<file path="src/rtl/johnson_monitor.sv">
// Decoder and integrity checker for a 4-bit Johnson counter. It decodes the code
// to a phase index, flags illegal codes and illegal steps, tracks lock and counts errors.
module johnson_monitor #(
  parameter int unsigned LOCK_COUNT = 4,
  parameter int unsigned ERR_W      = 8,
  parameter bit          ALLOW_HOLD = 1'b0
) (
  input  logic             clk,
  input  logic             reset,
  input  logic             sample_en,
  input  logic [3:0]       code_in,
  input  logic             clr_err,
  output logic [2:0]       phase,
  output logic             phase_valid,
  output logic             illegal_code,
  output logic             bad_step,
  output logic             wrap_pulse,
  output logic             locked,
  output logic [ERR_W-1:0] err_cnt,
  output logic             err_sticky
);

  typedef enum logic {HUNT, LOCKED} state_e;

  localparam logic [3:0] LOCK_N = 4'(LOCK_COUNT);

  state_e           state_q, state_d;
  logic [2:0]       phase_q, phase_d;
  logic             pv_q, pv_d;
  logic             ill_q, ill_d, bad_q, bad_d, wrap_q, wrap_d;
  logic             prev_valid_q, prev_valid_d;
  logic [3:0]       good_q, good_d;
  logic [ERR_W-1:0] err_q, err_d;
  logic             sticky_q, sticky_d;

  logic       legal, step_ok, err_evt;
  logic [2:0] idx;

  always_comb begin
    legal = 1'b1;
    idx   = 3'd0;
    case (code_in)
      4'h0: idx = 3'd0;
      4'h1: idx = 3'd1;
      4'h3: idx = 3'd2;
      4'h7: idx = 3'd3;
      4'hF: idx = 3'd4;
      4'hE: idx = 3'd5;
      4'hC: idx = 3'd6;
      4'h8: idx = 3'd7;
      default: legal = 1'b0;
    endcase
  end

  // phase_q doubles as the previous legal index: both only load on legal samples.
  always_comb begin
    state_d      = state_q;
    phase_d      = phase_q;
    pv_d         = pv_q;
    ill_d        = 1'b0;
    bad_d        = 1'b0;
    wrap_d       = 1'b0;
    prev_valid_d = prev_valid_q;
    good_d       = good_q;
    err_evt      = 1'b0;
    step_ok      = 1'b0;

    if (sample_en) begin
      if (!legal) begin
        ill_d        = 1'b1;
        pv_d         = 1'b0;
        prev_valid_d = 1'b0;
        good_d       = 4'd0;
        err_evt      = 1'b1;
      end else begin
        phase_d      = idx;
        pv_d         = 1'b1;
        prev_valid_d = 1'b1;
        if (prev_valid_q) begin
          step_ok = (idx == phase_q + 3'd1) || (ALLOW_HOLD && idx == phase_q);
          if (step_ok) begin
            if (good_q < LOCK_N) good_d = good_q + 4'd1;
            wrap_d = (phase_q == 3'd7) && (idx == 3'd0);
          end else begin
            bad_d   = 1'b1;
            good_d  = 4'd0;
            err_evt = 1'b1;
          end
        end
      end
    end

    if (step_ok && good_d == LOCK_N) state_d = LOCKED;
    if (err_evt)                     state_d = HUNT;

    err_d    = err_q;
    sticky_d = sticky_q;
    if (clr_err) begin
      err_d    = {{(ERR_W-1){1'b0}}, err_evt};
      sticky_d = err_evt;
    end else if (err_evt) begin
      if (err_q != {ERR_W{1'b1}}) err_d = err_q + ERR_W'(1);
      sticky_d = 1'b1;
    end
  end

  always_ff @(posedge clk or posedge reset) begin
    if (reset) begin
      state_q      <= HUNT;
      phase_q      <= 3'd0;
      pv_q         <= 1'b0;
      ill_q        <= 1'b0;
      bad_q        <= 1'b0;
      wrap_q       <= 1'b0;
      prev_valid_q <= 1'b0;
      good_q       <= 4'd0;
      err_q        <= '0;
      sticky_q     <= 1'b0;
    end else begin
      state_q      <= state_d;
      phase_q      <= phase_d;
      pv_q         <= pv_d;
      ill_q        <= ill_d;
      bad_q        <= bad_d;
      wrap_q       <= wrap_d;
      prev_valid_q <= prev_valid_d;
      good_q       <= good_d;
      err_q        <= err_d;
      sticky_q     <= sticky_d;
    end
  end

  assign phase        = phase_q;
  assign phase_valid  = pv_q;
  assign illegal_code = ill_q;
  assign bad_step     = bad_q;
  assign wrap_pulse   = wrap_q;
  assign locked       = (state_q == LOCKED);
  assign err_cnt      = err_q;
  assign err_sticky   = sticky_q;

endmodule

</file>
<file path="config.mk">
export PLATFORM = sky130hd
export DESIGN_NAME = johnson_monitor
export DESIGN_NICKNAME = d
export VERILOG_FILES = /design/src/rtl/johnson_monitor.sv
export SDC_FILE = /design/constraint.sdc
export NUM_CORES = 1
export LEC_CHECK = 0
export CAP_MARGIN = 10
export CELL_PAD_IN_SITES_DETAIL_PLACEMENT = 0
export CELL_PAD_IN_SITES_GLOBAL_PLACEMENT = 2
export CORE_ASPECT_RATIO = 2
export CORE_MARGIN = 4
export CORE_UTILIZATION = 34
export DETAILED_ROUTE_END_ITERATION = 8
export HOLD_SLACK_MARGIN = 0.15
export PLACE_DENSITY = 0.95
export SYNTH_ARGS = -nofsm -noshare
export SYNTH_HDL_FRONTEND = slang
export SYNTH_SLANG_ARGS = --single-unit
</file>
<file path="constraint.sdc">
create_clock -name clk -period 7.7 [get_ports clk]
set_input_delay 1.54 -clock clk [delete_from_list [all_inputs] [get_ports clk]]
set_output_delay 1.54 -clock clk [all_outputs]
set_load 0.005 [all_outputs]
</file>
==> results by group, run 1 <==
Synthesis
  – Number of standard cells after synthesis: 150
  – Sequential area share after synthesis: 37.4%
  – Mux share of post-synthesis cell area: 7.04%
  – Compound-gate portion of the synthesized area: 18.0%
  – Post-synth ARST share: 100%
  – Total of warnings raised by yosys: 0
  – Area share of xor/xnor cells in the synthesized design: 3.74%
  – Combinational family with the most area after synthesis: simple AND/OR/NAND/NOR gates
  – Unique masters post-synth: 44
  – Synth area leader: sky130_fd_sc_hd__dfrtp_1
  – Number of synthesized flops with an enable pin: 0
  – Area share of the leading cell type in the synthesized netlist: 37.4%
  – Basic-gate share of the synthesized area counting and, or, nand and nor cells: 23.9%
  – Synth area leaders: sky130_fd_sc_hd__dfrtp_1, sky130_fd_sc_hd__mux2_1, sky130_fd_sc_hd__nor2b_1
  – Post-synth net total: 162
  – Flop and latch count out of synthesis: 21
  – Post-synth top flop: sky130_fd_sc_hd__dfrtp_1
  – Adder-Cell Fraction of Synth Area: 3.57%
  – Netlist Area Pre-Place: 1400 um2
  – Average cell area after synthesis: 9.36 um2

Timing
  – Worst slew pin tran: 0.827 ns
  – Final setup vio count: 0
  – Achievable clock frequency: 0.264 GHz
  – Final hold slack: 0.509 ns
  – Final Cycle Share: 49.2%
  – Fin. Hold Viols: 0
  – Pins Over Slew Limit: 0
  – Total negative slack for setup checks: 0 ns
  – Worst-case headroom to the max-slew limit: 44.8%
  – Setup repair after global routing missed its margin: false
  – Clock skew after layout: 0.00897 ns
  – Final min period: 3.79 ns

Pwr
  – Power per Cell Area: 184 nW/um2
  – Leakage Power: 0.727 nW
  – Worst-case vdd ir drop: 0.0875 mV

Floorplanning
  – Height of the die: 98.9 um
  – Starting density of the core: 35.8%
  – Floorplan row count: 32
  – I/O pin total: 25
  – Die width: 53.4 um
  – Die Outline Area: 5280 um2
  – Placeable core area: 3920 um2

Status
  – Run status: finished clean

Hold path
  – Number of cells traversed by the worst hold path: 2
  – Min-delay worst type: register to register

Placed design
  – Global placement routability congestion: 0.804
  – Number of I/O port buffers: 24
  – HPWL reported at the end of detailed placement: 2630 um

CTS
  – Clock edge transition at the registers on the reported setup and hold paths: 0.08 ns
  – Sinks on Clock Net: 21
  – Number of post-CTS setup repair buffers: 0
  – CTS H-tree lvls: 1
  – CTS tree: done
  – Total of hold buffers inserted after clock tree synthesis: 0
  – CTS Buffer Depth: 2
  – Insertion delay of the later-clocked pin in the worst-skew pair: 0.26 ns
  – Clock root buffer: sky130_fd_sc_hd__clkbuf_8
  – TritonCTS Buffers: 3
  – Number of instances resized during post-cts repair: 0

Setup path
  – Bufs and invs on worst path: 1
  – CP Capture Type: register
  – Cell with the largest stage delay on the worst path: sky130_fd_sc_hd__clkdlybuf4s50_1
  – Worst path cell trace: clkdlybuf4s50_1 -> or2_2 -> o21a_1 -> o211ai_2 -> a31o_1 -> a21oi_2 -> mux2_1
  – Arrival time reported for the critical path endpoint: 3.94 ns
  – WS Path Type: primary input to register
  – Family of cells with the greatest summed delay on the critical path: compound AO/OA/AOI/OAI gates
  – Largest incremental delay on the critical path: 0.66 ns
  – Worst reg2reg path depth: 8
  – Critical path depth: 7
  – Required time reported for the critical path endpoint: 7.85 ns
  – Max Fanout on Critical Path: 14
  – Nature of the critical path startpoint: primary input

Final layout
  – Fill count: 419
  – # nets final: 183
  – Commonest non-fill, non-tap cells in the layout: sky130_fd_sc_hd__clkdlybuf4s50_1, sky130_fd_sc_hd__dfrtp_1, sky130_fd_sc_hd__nor2_1, sky130_fd_sc_hd__nand2_1, sky130_fd_sc_hd__nor2b_1
  – Reg area: 526 um2
  – Diodes inserted: 0
  – Synth-to-layout area growth: 20.8%
  – Fraction of final layout cells with drive strength greater than 1: 10.6%
  – Multi-input gate area in the final layout: 790 um2
  – Core occupancy in the finished layout: 43.2%
  – Most common cell after layout, fill and taps aside: sky130_fd_sc_hd__clkdlybuf4s50_1

Detailed routing
  – Detail Route Antenna Nets: 0
  – Total wirelength of the detailed-routed design: 3360 um
  – Via density per instance: 5.33
  – DRC Markers: 0
  – Number of detailed-route iterations in the first pass: 6
  – Detail-routed net length per standard cell: 15.2 um
  – Total number of vias: 1179
  – Iter 0 DRT Violations: 32

GRT
  – Maximum number of pins on one net before global-route repair: 22
  – Remaining global-route overflow: 0
  – Global-route wire length before repair: 5820 um
  – Antenna violations before repair: 0
  – Total routing usage reported by global routing: 14.5%
  – Number of global-route vias before repair: 1230

Job
  – Max-cap viol count: 0
==> worst reg2reg max path, stage by stage (launching register included) <==
cell and delay, ns:
sky130_fd_sc_hd__dfrtp_1 0.45, sky130_fd_sc_hd__ha_1 0.23, sky130_fd_sc_hd__ha_1 0.37, sky130_fd_sc_hd__and4bb_2 0.27, sky130_fd_sc_hd__a41oi_2 0.16, sky130_fd_sc_hd__o211ai_2 0.14, sky130_fd_sc_hd__a31o_1 0.43, sky130_fd_sc_hd__a21oi_1 0.24
sky130_fd_sc_hd__mux2_2 0.34
==> flip-flops by register name, indices dropped and copies added (netlist names) <==
| name | cells |
|---|---|
| err_cnt | 8 |
| good_q | 4 |
| phase | 3 |
| bad_step | 1 |
| err_sticky | 1 |
| illegal_code | 1 |
| locked | 1 |
| prev_valid_q | 1 |
| wrap_pulse | 1 |
==> area by class of cell <==
type | count | area share, %
Clock buffer | 3 | 2.44
Inverter | 8 | 1.77
Tap cell | 51 | 3.76
Multi-Input combinational cell | 113 | 46.6
Timing Repair Buffer | 24 | 14.2
Sequential cell | 21 | 31.0
Clock inverter | 1 | 0.295
==> worst paths after layout <==
kind | start | end | slack [ns]
max | code_in[3] | err_cnt[4] | 3.91
max in group asynchronous | reset | phase[1] | 5.45
min | err_sticky | err_sticky | 0.51
max reg2reg | phase[0] | err_cnt[7] | 4.96
min reg2reg | err_sticky | err_sticky | 0.51
min in group asynchronous | reset | err_cnt[7] | 1.74
==> power by group <==
part	leakage [nW]	switching (mW)	total, mW	internal [mW]
registers	0.278	0.0154	0.137	0.122
logic	0.424	0.0519	0.102	0.0497
clock network	0.0255	0.0366	0.0726	0.0360
==> cell families after synthesis <==
group,Yosys count
multiplexers,9
AND/OR/NAND/NOR,63
buffers and inverters,16
AO/OA/AOI/OAI,31
XOR/XNOR,6
adder cells (fa/ha/maj),4
flip-flops,21
==> stage by stage <==
stage | power, mW | worst slack, ns | instance area, um2 | instances
floorplan | 0.203 | 4.55 | 1400 | 150
global placement | 0.240 | 3.70 | 1650 | 217
detailed placement | 0.242 | 3.65 | 1650 | 217
CTS | 0.316 | 3.94 | 1700 | 221
global route | 0.334 | 3.75 | 1700 | 221
finish | 0.311 | 3.91 | 1700 | 221
==> cell usage after synthesis, types with 2 or more instances <==
master                     instances
sky130_fd_sc_hd__dfrtp_1          21
sky130_fd_sc_hd__nand2_1          11
sky130_fd_sc_hd__nand3_1           7
sky130_fd_sc_hd__nor2_1           14
sky130_fd_sc_hd__clkbuf_1          2
sky130_fd_sc_hd__or2_2             2
sky130_fd_sc_hd__o22ai_1           2
sky130_fd_sc_hd__mux2_1            5
sky130_fd_sc_hd__ha_1              4
sky130_fd_sc_hd__nor2b_1           9
sky130_fd_sc_hd__inv_1             8
sky130_fd_sc_hd__buf_6             3
sky130_fd_sc_hd__mux2i_1           2
sky130_fd_sc_hd__a41oi_1           2
sky130_fd_sc_hd__and3_1            4
sky130_fd_sc_hd__mux2_2            2
sky130_fd_sc_hd__a21oi_1           6
sky130_fd_sc_hd__nand2b_1          4
sky130_fd_sc_hd__and2_1            2
sky130_fd_sc_hd__nand4_1           4
sky130_fd_sc_hd__xnor2_1           6
sky130_fd_sc_hd__a21oi_2           6
sky130_fd_sc_hd__buf_2             2
sky130_fd_sc_hd__a31oi_1           2
==> metal layers <==
metal	GRT usage, %	part of all wire [%]	up-vias
met5	0	0	-
met3	1.82	3.5	7
met1	16.4	39	567
li1	-	-	572
met2	25.5	55	33
met4	6.89	3.1	0
Power figures use the tool's default switching activity.
==> inputs of run 2 (changes only) <==
--- a/config.mk
+++ b/config.mk
@@ -10,10 +10,10 @@
 export CELL_PAD_IN_SITES_GLOBAL_PLACEMENT = 2
 export CORE_ASPECT_RATIO = 2
 export CORE_MARGIN = 4
-export CORE_UTILIZATION = 34
+export CORE_UTILIZATION = 29
 export DETAILED_ROUTE_END_ITERATION = 8
 export HOLD_SLACK_MARGIN = 0.15
-export PLACE_DENSITY = 0.95
+export PLACE_DENSITY = 0.87
 export SYNTH_ARGS = -nofsm -noshare
 export SYNTH_HDL_FRONTEND = slang
 export SYNTH_SLANG_ARGS = --single-unit
==> constraint.sdc (replaced) <==
create_clock -name clk -period 3.2 [get_ports clk]
set_input_delay 0.64 -clock clk [delete_from_list [all_inputs] [get_ports clk]]
set_output_delay 0.64 -clock clk [all_outputs]
set_load 0.005 [all_outputs]
==> results by group, run 2 (synthesis gave the netlist of run 1 again) <==
Pwr
  – Relative contribution of the clock network to total power: 22.8%
  – Total power after layout: 0.756 mW
  – Power per Cell Area: 437 nW/um2
  – Leakage Power: 0.743 nW
  – Switch share: 32.7%
  – Fraction of power consumed by combinational cells: 33.4%
  – Internal Dissipation: 0.509 mW
  – Power spent charging and discharging nets: 0.247 mW
  – Part of the total power dissipated in sequential elements: 43.8%
  – Worst-case vdd ir drop: 0.254 mV

Setup path
  – Family of cells with the greatest summed delay on the critical path: compound AO/OA/AOI/OAI gates
  – Bufs and invs on worst path: 1
  – Nature of the critical path startpoint: primary input
  – Required time reported for the critical path endpoint: 3.34 ns
  – Max Fanout on Critical Path: 13
  – Cell with the largest stage delay on the worst path: sky130_fd_sc_hd__clkdlybuf4s50_1
  – CP Capture Type: register
  – Worst path cell trace: clkdlybuf4s50_1 -> or2_1 -> a21oi_1 -> xnor2_1 -> a31o_1 -> a21oi_2 -> a221o_1
  – Arrival time reported for the critical path endpoint: 3.00 ns
  – Largest incremental delay on the critical path: 0.62 ns
  – WS Path Type: primary input to register

CTS
  – Clock edge transition at the registers on the reported setup and hold paths: 0.08 ns
  – Total of hold buffers inserted after clock tree synthesis: 0
  – Insertion delay of the later-clocked pin in the worst-skew pair: 0.26 ns
  – CTS H-tree lvls: 1
  – Sinks on Clock Net: 21
  – CTS Buffer Depth: 2
  – Number of instances resized during post-cts repair: 0
  – TritonCTS Buffers: 3
  – Number of post-CTS setup repair buffers: 0
  – Clock root buffer: sky130_fd_sc_hd__clkbuf_8
  – CTS tree: done

Detailed routing
  – Total number of vias: 1198
  – Iter 0 DRT Violations: 24
  – Via density per instance: 5.23
  – Number of detailed-route iterations in the first pass: 4
  – Detail-routed net length per standard cell: 14.7 um
  – DRC Markers: 0
  – Total wirelength of the detailed-routed design: 3360 um
  – Detail Route Antenna Nets: 0

Timing
  – Pins Over Slew Limit: 0
  – Achievable clock frequency: 0.350 GHz
  – Total negative slack for setup checks: 0 ns
  – Clock skew after layout: 0.00323 ns
  – Final min period: 2.85 ns
  – Worst slew pin tran: 0.823 ns
  – Fin. Hold Viols: 0
  – Setup repair after global routing missed its margin: false
  – Final setup vio count: 0
  – Worst-case headroom to the max-slew limit: 45.1%
  – Final Cycle Share: 89.2%

Hold path
  – Min-delay worst type: register to register

Placed design
  – Global placement routability congestion: 0.861
  – Number of I/O port buffers: 24
  – HPWL reported at the end of detailed placement: 2650 um
  – Cell count after placement: 225

Final layout
  – Most common cell after layout, fill and taps aside: sky130_fd_sc_hd__clkdlybuf4s50_1
  – # nets final: 187
  – Commonest non-fill, non-tap cells in the layout: sky130_fd_sc_hd__clkdlybuf4s50_1, sky130_fd_sc_hd__dfrtp_1, sky130_fd_sc_hd__nor2_1, sky130_fd_sc_hd__nand2_1, sky130_fd_sc_hd__nor2b_1
  – Fraction of final layout cells with drive strength greater than 1: 12.1%
  – Max reg flops: 8
  – Non-filler cells in the finished layout: 229
  – Diodes inserted: 0
  – Core occupancy in the finished layout: 37.3%
  – Synth-to-layout area growth: 23.2%
  – Fill count: 494

GRT
  – Met1 Usage GRT: 12.1%
  – Remaining global-route overflow: 0
  – Maximum number of pins on one net before global-route repair: 22
  – Global-route wire length before repair: 5670 um
  – Gr busiest metal: met2
  – Total routing usage reported by global routing: 11.6%
  – Met2 layer usage reported by global route: 23.1%
  – GR Layer Usage met3: 2.07%
  – Antenna violations before repair: 0
  – Number of global-route vias before repair: 1223

Floorplanning
  – Die Outline Area: 6090 um2
  – Placeable core area: 4640 um2
  – Starting density of the core: 30.2%
  – I/O pin total: 25
  – Height of the die: 106 um
  – Die width: 57.2 um
  – Floorplan row count: 35

Job
  – Max-cap viol count: 0

Status
  – Run status: finished clean
run 2: final cells by class:
cell class                 instances  area [um2]  area share [%]
multi-input combinational        113         790            45.7
sequential                        21         526            30.4
timing repair buffer              28         270            15.6
tap                               55        68.8            3.98
clock buffer                       4        45.0            2.60
inverter                           8        30.0            1.74
run 2: worst register-to-register path, cell delays in order, from the launching register on:
cell and delay [ns]:
sky130_fd_sc_hd__dfrtp_1 0.44, sky130_fd_sc_hd__ha_1 0.23, sky130_fd_sc_hd__ha_1 0.37, sky130_fd_sc_hd__and4bb_2 0.27, sky130_fd_sc_hd__a41oi_2 0.16, sky130_fd_sc_hd__o211ai_2 0.14, sky130_fd_sc_hd__a31o_1 0.42, sky130_fd_sc_hd__a21oi_1 0.26
sky130_fd_sc_hd__mux2_2 0.35
run 2: power groups by stage:
stage	registers [mW]	logic (mW)	clock network, mW
finish	0.331	0.253	0.173
global route	0.337	0.279	0.191
CTS	0.331	0.257	0.180
detailed placement	0.336	0.255	0
global placement	0.336	0.251	0
floorplan	0.329	0.160	0
run 2: final timing paths:
kind	from	slack, ns	end	depth (start not counted)
setup / recovery	code_in[0]	0.35	err_cnt[1]	7
hold / removal	err_sticky	0.51	err_sticky	2
setup reg to reg	phase[0]	0.46	err_cnt[7]	8
hold reg to reg	err_sticky	0.51	err_sticky	2
max in group asynchronous	reset	1.85	wrap_pulse	2
min in group asynchronous	reset	0.84	illegal_code	2
run 2: metal layers:
layer | routed length, um | vias up
li1 | - | 582
met1 | 1290 | 589
met2 | 1910 | 25
met3 | 146 | 2
met4 | 17 | 0
met5 | 0 | -
run 2: per-stage QoR:
step	cell area (um2)	setup WS (ns)	hold WS, ns
CTS	1730	0.324	0.517
finish	1730	0.345	0.513
global placement	1680	0.130	0.500
floorplan	1400	0.747	0.477
detailed placement	1680	0.0578	0.493
global route	1730	0.144	0.534
==> variant 1: new RTL, config.mk and constraints of run 1 <==
The parameter `ERR_W` goes from 8 to 10.
--- a/src/rtl/johnson_monitor.sv
+++ b/src/rtl/johnson_monitor.sv
@@ -3,5 +3,5 @@
 module johnson_monitor #(
   parameter int unsigned LOCK_COUNT = 4,
-  parameter int unsigned ERR_W      = 8,
+  parameter int unsigned ERR_W      = 10,
   parameter bit          ALLOW_HOLD = 1'b0
 ) (
Interface: changed (resized err_cnt); port bits go from 25 to 27. No check against the original RTL was run, so the function may have changed too.
==> variant 1 against run 1 <==
Final area rose by 8.9%; routed wire length rose by 7.8%; worst hold slack improved by 0.0053 ns; area after synthesis rose by 9.3%; clock skew fell by 0.0053 ns; sequential cell count rose by 2; synthesized cell count rose by 11%; count of clock-buffer cells in the layout did not move; non-clock buffer count rose by 2; final cell count rose by 9.5%; total power rose by 2.9%; sequential power rose by 5%; setup slack got worse by 0.17 ns.
==> variant 1: results (changes against run 1) <==
.. list-table::
   :header-rows: 1

   * - Metric
     - Value
   * - Worst hold path stage count
     - 1 (-1)
   * - Adder-cell share of the synthesized area
     - 3.26% (-0.30 points)
   * - Max IR drop VDD
     - 106 µV (+22%)
   * - Period utilisation layout
     - 51.5% (+2.2 points)
   * - Power consumed by the clock network
     - 0.0765 mW (+5.4%)
   * - Drt first-iter violations
     - 11 (-66%)
   * - FF/Latch Area
     - 576 µm² (+9.5%)
   * - Number of unique standard cell types used by synthesis
     - 48 (+9.1%)
   * - GRT Overall Usage
     - 12.9% (-1.6 points)
   * - Clock Skews
     - 0.00362 ns (-0.00534 ns)
   * - Placer's final routability congestion estimate
     - 0.779 (-3.2%)
   * - Final wirelength
     - 3.62 mm (+7.8%)
   * - Number of flip-flops in the largest register
     - 10 (+2)
   * - Total number of nets in the final design
     - 201 (+9.8%)
   * - Post-synthesis net count
     - 178 (+9.9%)
   * - Run status
     - completed
   * - Maximum number of pins on one net before global-route repair
     - 24 (+9.1%)
   * - Fraction of final layout cells with drive strength greater than 1
     - 10.1% (-0.48 points)
   * - Top post-synthesis cells by area
     - sky130_fd_sc_hd__dfrtp_1, sky130_fd_sc_hd__nor2_1, sky130_fd_sc_hd__mux2_1
   * - Dpl ws
     - 3.48 ns (-0.169 ns)
   * - Vias per cell
     - 5.38 (+0.77%)
   * - First-pass GRT wire length
     - 5.87 mm (+0.95%)
   * - Critical path endpoint
     - err_cnt[9]$_DFFE_PP0P_
   * - Slack of the worst reg-to-reg path
     - 4.94 ns (-0.02 ns)
   * - Cells on worst reg2reg path
     - 8 (unchanged)
   * - Count of TritonRoute iterations in the first routing pass
     - 4 (-2)
   * - Portion of the post-synthesis area used by sequential elements
     - 37.5% (+0.087 points)
   * - Compound-gate portion of the synthesized area
     - 20.6% (+2.6 points)
   * - Switching part of the total power
     - 32.9% (-0.40 points)
   * - Cell count after synthesis
     - 166 (+11%)
   * - Share of the synthesized netlist area taken by xor and xnor gates
     - 2.28% (-1.5 points)
   * - Worst hold margin
     - 0.514 ns (+0.00533 ns)
   * - Post-Place Cells
     - 238 (+9.7%)
   * - Worst R2R End
     - err_cnt[6]$_DFFE_PP0P_
   * - Portion of netlist area occupied by mux cells
     - 5.79% (-1.2 points)
   * - Post-DP HPWL
     - 2.77 mm (+5.5%)
   * - Total power
     - 0.320 mW (+2.9%)
   * - Number of buffers added on ports
     - 26 (+8.3%)
   * - Arrival time at the worst endpoint
     - 4.12 ns (+0.18 ns)
   * - Filler Cells Inserted
     - 455 (+8.6%)
## variant 1: cell types whose count changed after synthesis, sizes merged, moves of 3 or more
cell	run 1	this run
o21ai	1	5
nand3	7	10
nor2	14	20
a211oi	0	7
xnor2	6	2
inv	8	11
nor3b	0	3
## variant 1: critical path, cell delays in order
cell	delay, ns
sky130_fd_sc_hd__clkdlybuf4s50_1	0.63
sky130_fd_sc_hd__or2_1	0.36
sky130_fd_sc_hd__and3_1	0.21
sky130_fd_sc_hd__o21ai_1	0.75
sky130_fd_sc_hd__or3_1	0.23
sky130_fd_sc_hd__o41ai_2	0.07
sky130_fd_sc_hd__mux2_1	0.31
## variant 1: final cells by class
cell class	count	share of cell area (%)
inverter	11	2.24
multi-input combinational	124	46.3
clock inverter	1	0.271
clock buffer	3	2.24
sequential	23	31.2
tap	54	3.66
timing repair buffer	26	14.1
## variant 1: routing by layer
layer | routed length (µm) | track usage, %
met5 | 0 | 0
met4 | 65 | 6.93
met3 | 100 | 1.75
met2 | 2070 | 26.4
met1 | 1390 | 12.1
==> variant 2: new RTL, config.mk and constraints of run 1 <==
Made on the original files. The output `illegal_code` loses its register stage (`ill_q` becomes a continuous assignment).
--- a/src/rtl/johnson_monitor.sv
+++ b/src/rtl/johnson_monitor.sv
@@ -110,5 +110,4 @@
       phase_q      <= 3'd0;
       pv_q         <= 1'b0;
-      ill_q        <= 1'b0;
       bad_q        <= 1'b0;
       wrap_q       <= 1'b0;
@@ -121,5 +120,4 @@
       phase_q      <= phase_d;
       pv_q         <= pv_d;
-      ill_q        <= ill_d;
       bad_q        <= bad_d;
       wrap_q       <= wrap_d;
@@ -130,4 +128,6 @@
     end
   end
+
+  assign ill_q = ill_d;
 
   assign phase        = phase_q;
Function: changed (a bounded check fails within 4 cycles, from zero or initial values and one cycle with reset high).
==> variant 2 against run 1 <==
Final cell count up 4.1%; routed wire length up 6.0%; setup slack worse by 1.6 ns; sequential cell count down 1; area after synthesis down 4.0%; worst hold slack worse by 0.024 ns; total power up 3.2%; final area up 0.37%; global-route usage down 0.12 points; die area down 3.6%.
==> variant 2: results (changes against run 1) <==
.. list-table::
   :header-rows: 1

   * - Metric
     - Value
   * - Layout inverter count without the clock tree
     - 10 (+2)
   * - Portion of netlist area occupied by mux cells
     - 8.91% (+1.9 points)
   * - Sequential cell count
     - 20 (-4.8%)
   * - Number of unique standard cell types used by synthesis
     - 45 (+2.3%)
   * - Critical path endpoint
     - illegal_code
   * - Total number of nets in the final design
     - 192 (+4.9%)
   * - Cells on worst reg2reg path
     - 6 (-2)
   * - Vias per cell
     - 5.32 (-0.33%)
   * - Slew HR
     - 44.5% (-0.33 points)
   * - Combinational power share
     - 27.4% (-5.2 points)
   * - Critical path fanouts, max
     - 12 (-2)
   * - Number of multi-input logic gates
     - 121 (+7.1%)
   * - Delay of the slowest critical-path stage
     - 0.70 ns (+0.04 ns)
   * - Run status
     - completed
   * - Clock Skews
     - 0.00526 ns (-0.00371 ns)
   * - Count of clock buffers in the final design
     - 3 (unchanged)
   * - Internal power consumption
     - 0.226 mW (+8.8%)
   * - Post-synthesis net count
     - 168 (+3.7%)
   * - Worst hold path stage count
     - 1 (-1)
   * - Maximum number of pins on one net before global-route repair
     - 21 (-4.5%)
   * - Post-DP HPWL
     - 2.86 mm (+8.8%)
   * - Vias in the first global route
     - 1188 (-3.4%)
   * - Seq/total area
     - 29.4% (-1.6 points)
   * - Multi-input gate share of total cell area
     - 46.3% (-0.24 points)
   * - Portion of the post-synthesis area used by sequential elements
     - 37.1% (-0.29 points)
   * - Drt first-iter violations
     - 23 (-28%)
   * - Placer's final routability congestion estimate
     - 0.811 (+0.86%)
   * - Worst R2R End
     - err_cnt[5]$_DFFE_PP0P_
   * - Worst hold margin
     - 0.485 ns (-0.0237 ns)
   * - Max IR drop VDD
     - 118 µV (+35%)
   * - Clock network share of area
     - 4.19% (+1.5 points)
   * - First-pass GRT wire length
     - 5.59 mm (-3.9%)
   * - Buffering overhead
     - 14.1% (-0.052 points)
   * - GRT Overall Usage
     - 14.4% (-0.12 points)
   * - Filler Cells Inserted
     - 410 (-2.1%)
   * - Count of TritonRoute iterations in the first routing pass
     - 4 (-2)
   * - CP top delay family
     - buffers and inverters
   * - Compound-gate portion of the synthesized area
     - 18.3% (+0.29 points)
   * - Adder-cell share of the synthesized area
     - 3.71% (+0.15 points)
   * - Arrival time at the worst endpoint
     - 3.82 ns (-0.12 ns)
   * - Share of the synthesized netlist area taken by xor and xnor gates
     - 1.30% (-2.4 points)
   * - Clock network fraction of design power
     - 33.9% (+11 points)
variant 2: cell count changes after synthesis, sizes merged, moves of 3 or more:
cell and delta:
xnor2 -4, o21ai +4, nand2 +4, nor2 +4, buf -4, a41oi -3
variant 2: layer usage:
metal / vias to the layer above / part of all wire [%] / global-route usage [%]
met5: - / 0 / 0
met4: 0 / 2.2 / 6.10
met3: 6 / 4.1 / 1.54
met2: 35 / 58 / 28.3
met1: 582 / 36 / 13.8
li1: 600 / - / -
variant 2: per-stage QoR:
stage / instances / utilization, % / instance area [µm²] / total power [mW] / setup slack (ns)
2_1_floorplan: 156 / - / 1350 / 0.178 / 3.63
3_3_place_gp: 226 / 42.4 / 1630 / 0.213 / 2.43
3_5_place_dp: 226 / 42.4 / 1630 / 0.215 / 2.37
4_1_cts: 230 / 44.3 / 1700 / 0.324 / 2.36
5_1_grt: 230 / 44.3 / 1700 / 0.336 / 2.18
6_report: 230 / 44.3 / 1700 / 0.322 / 2.34
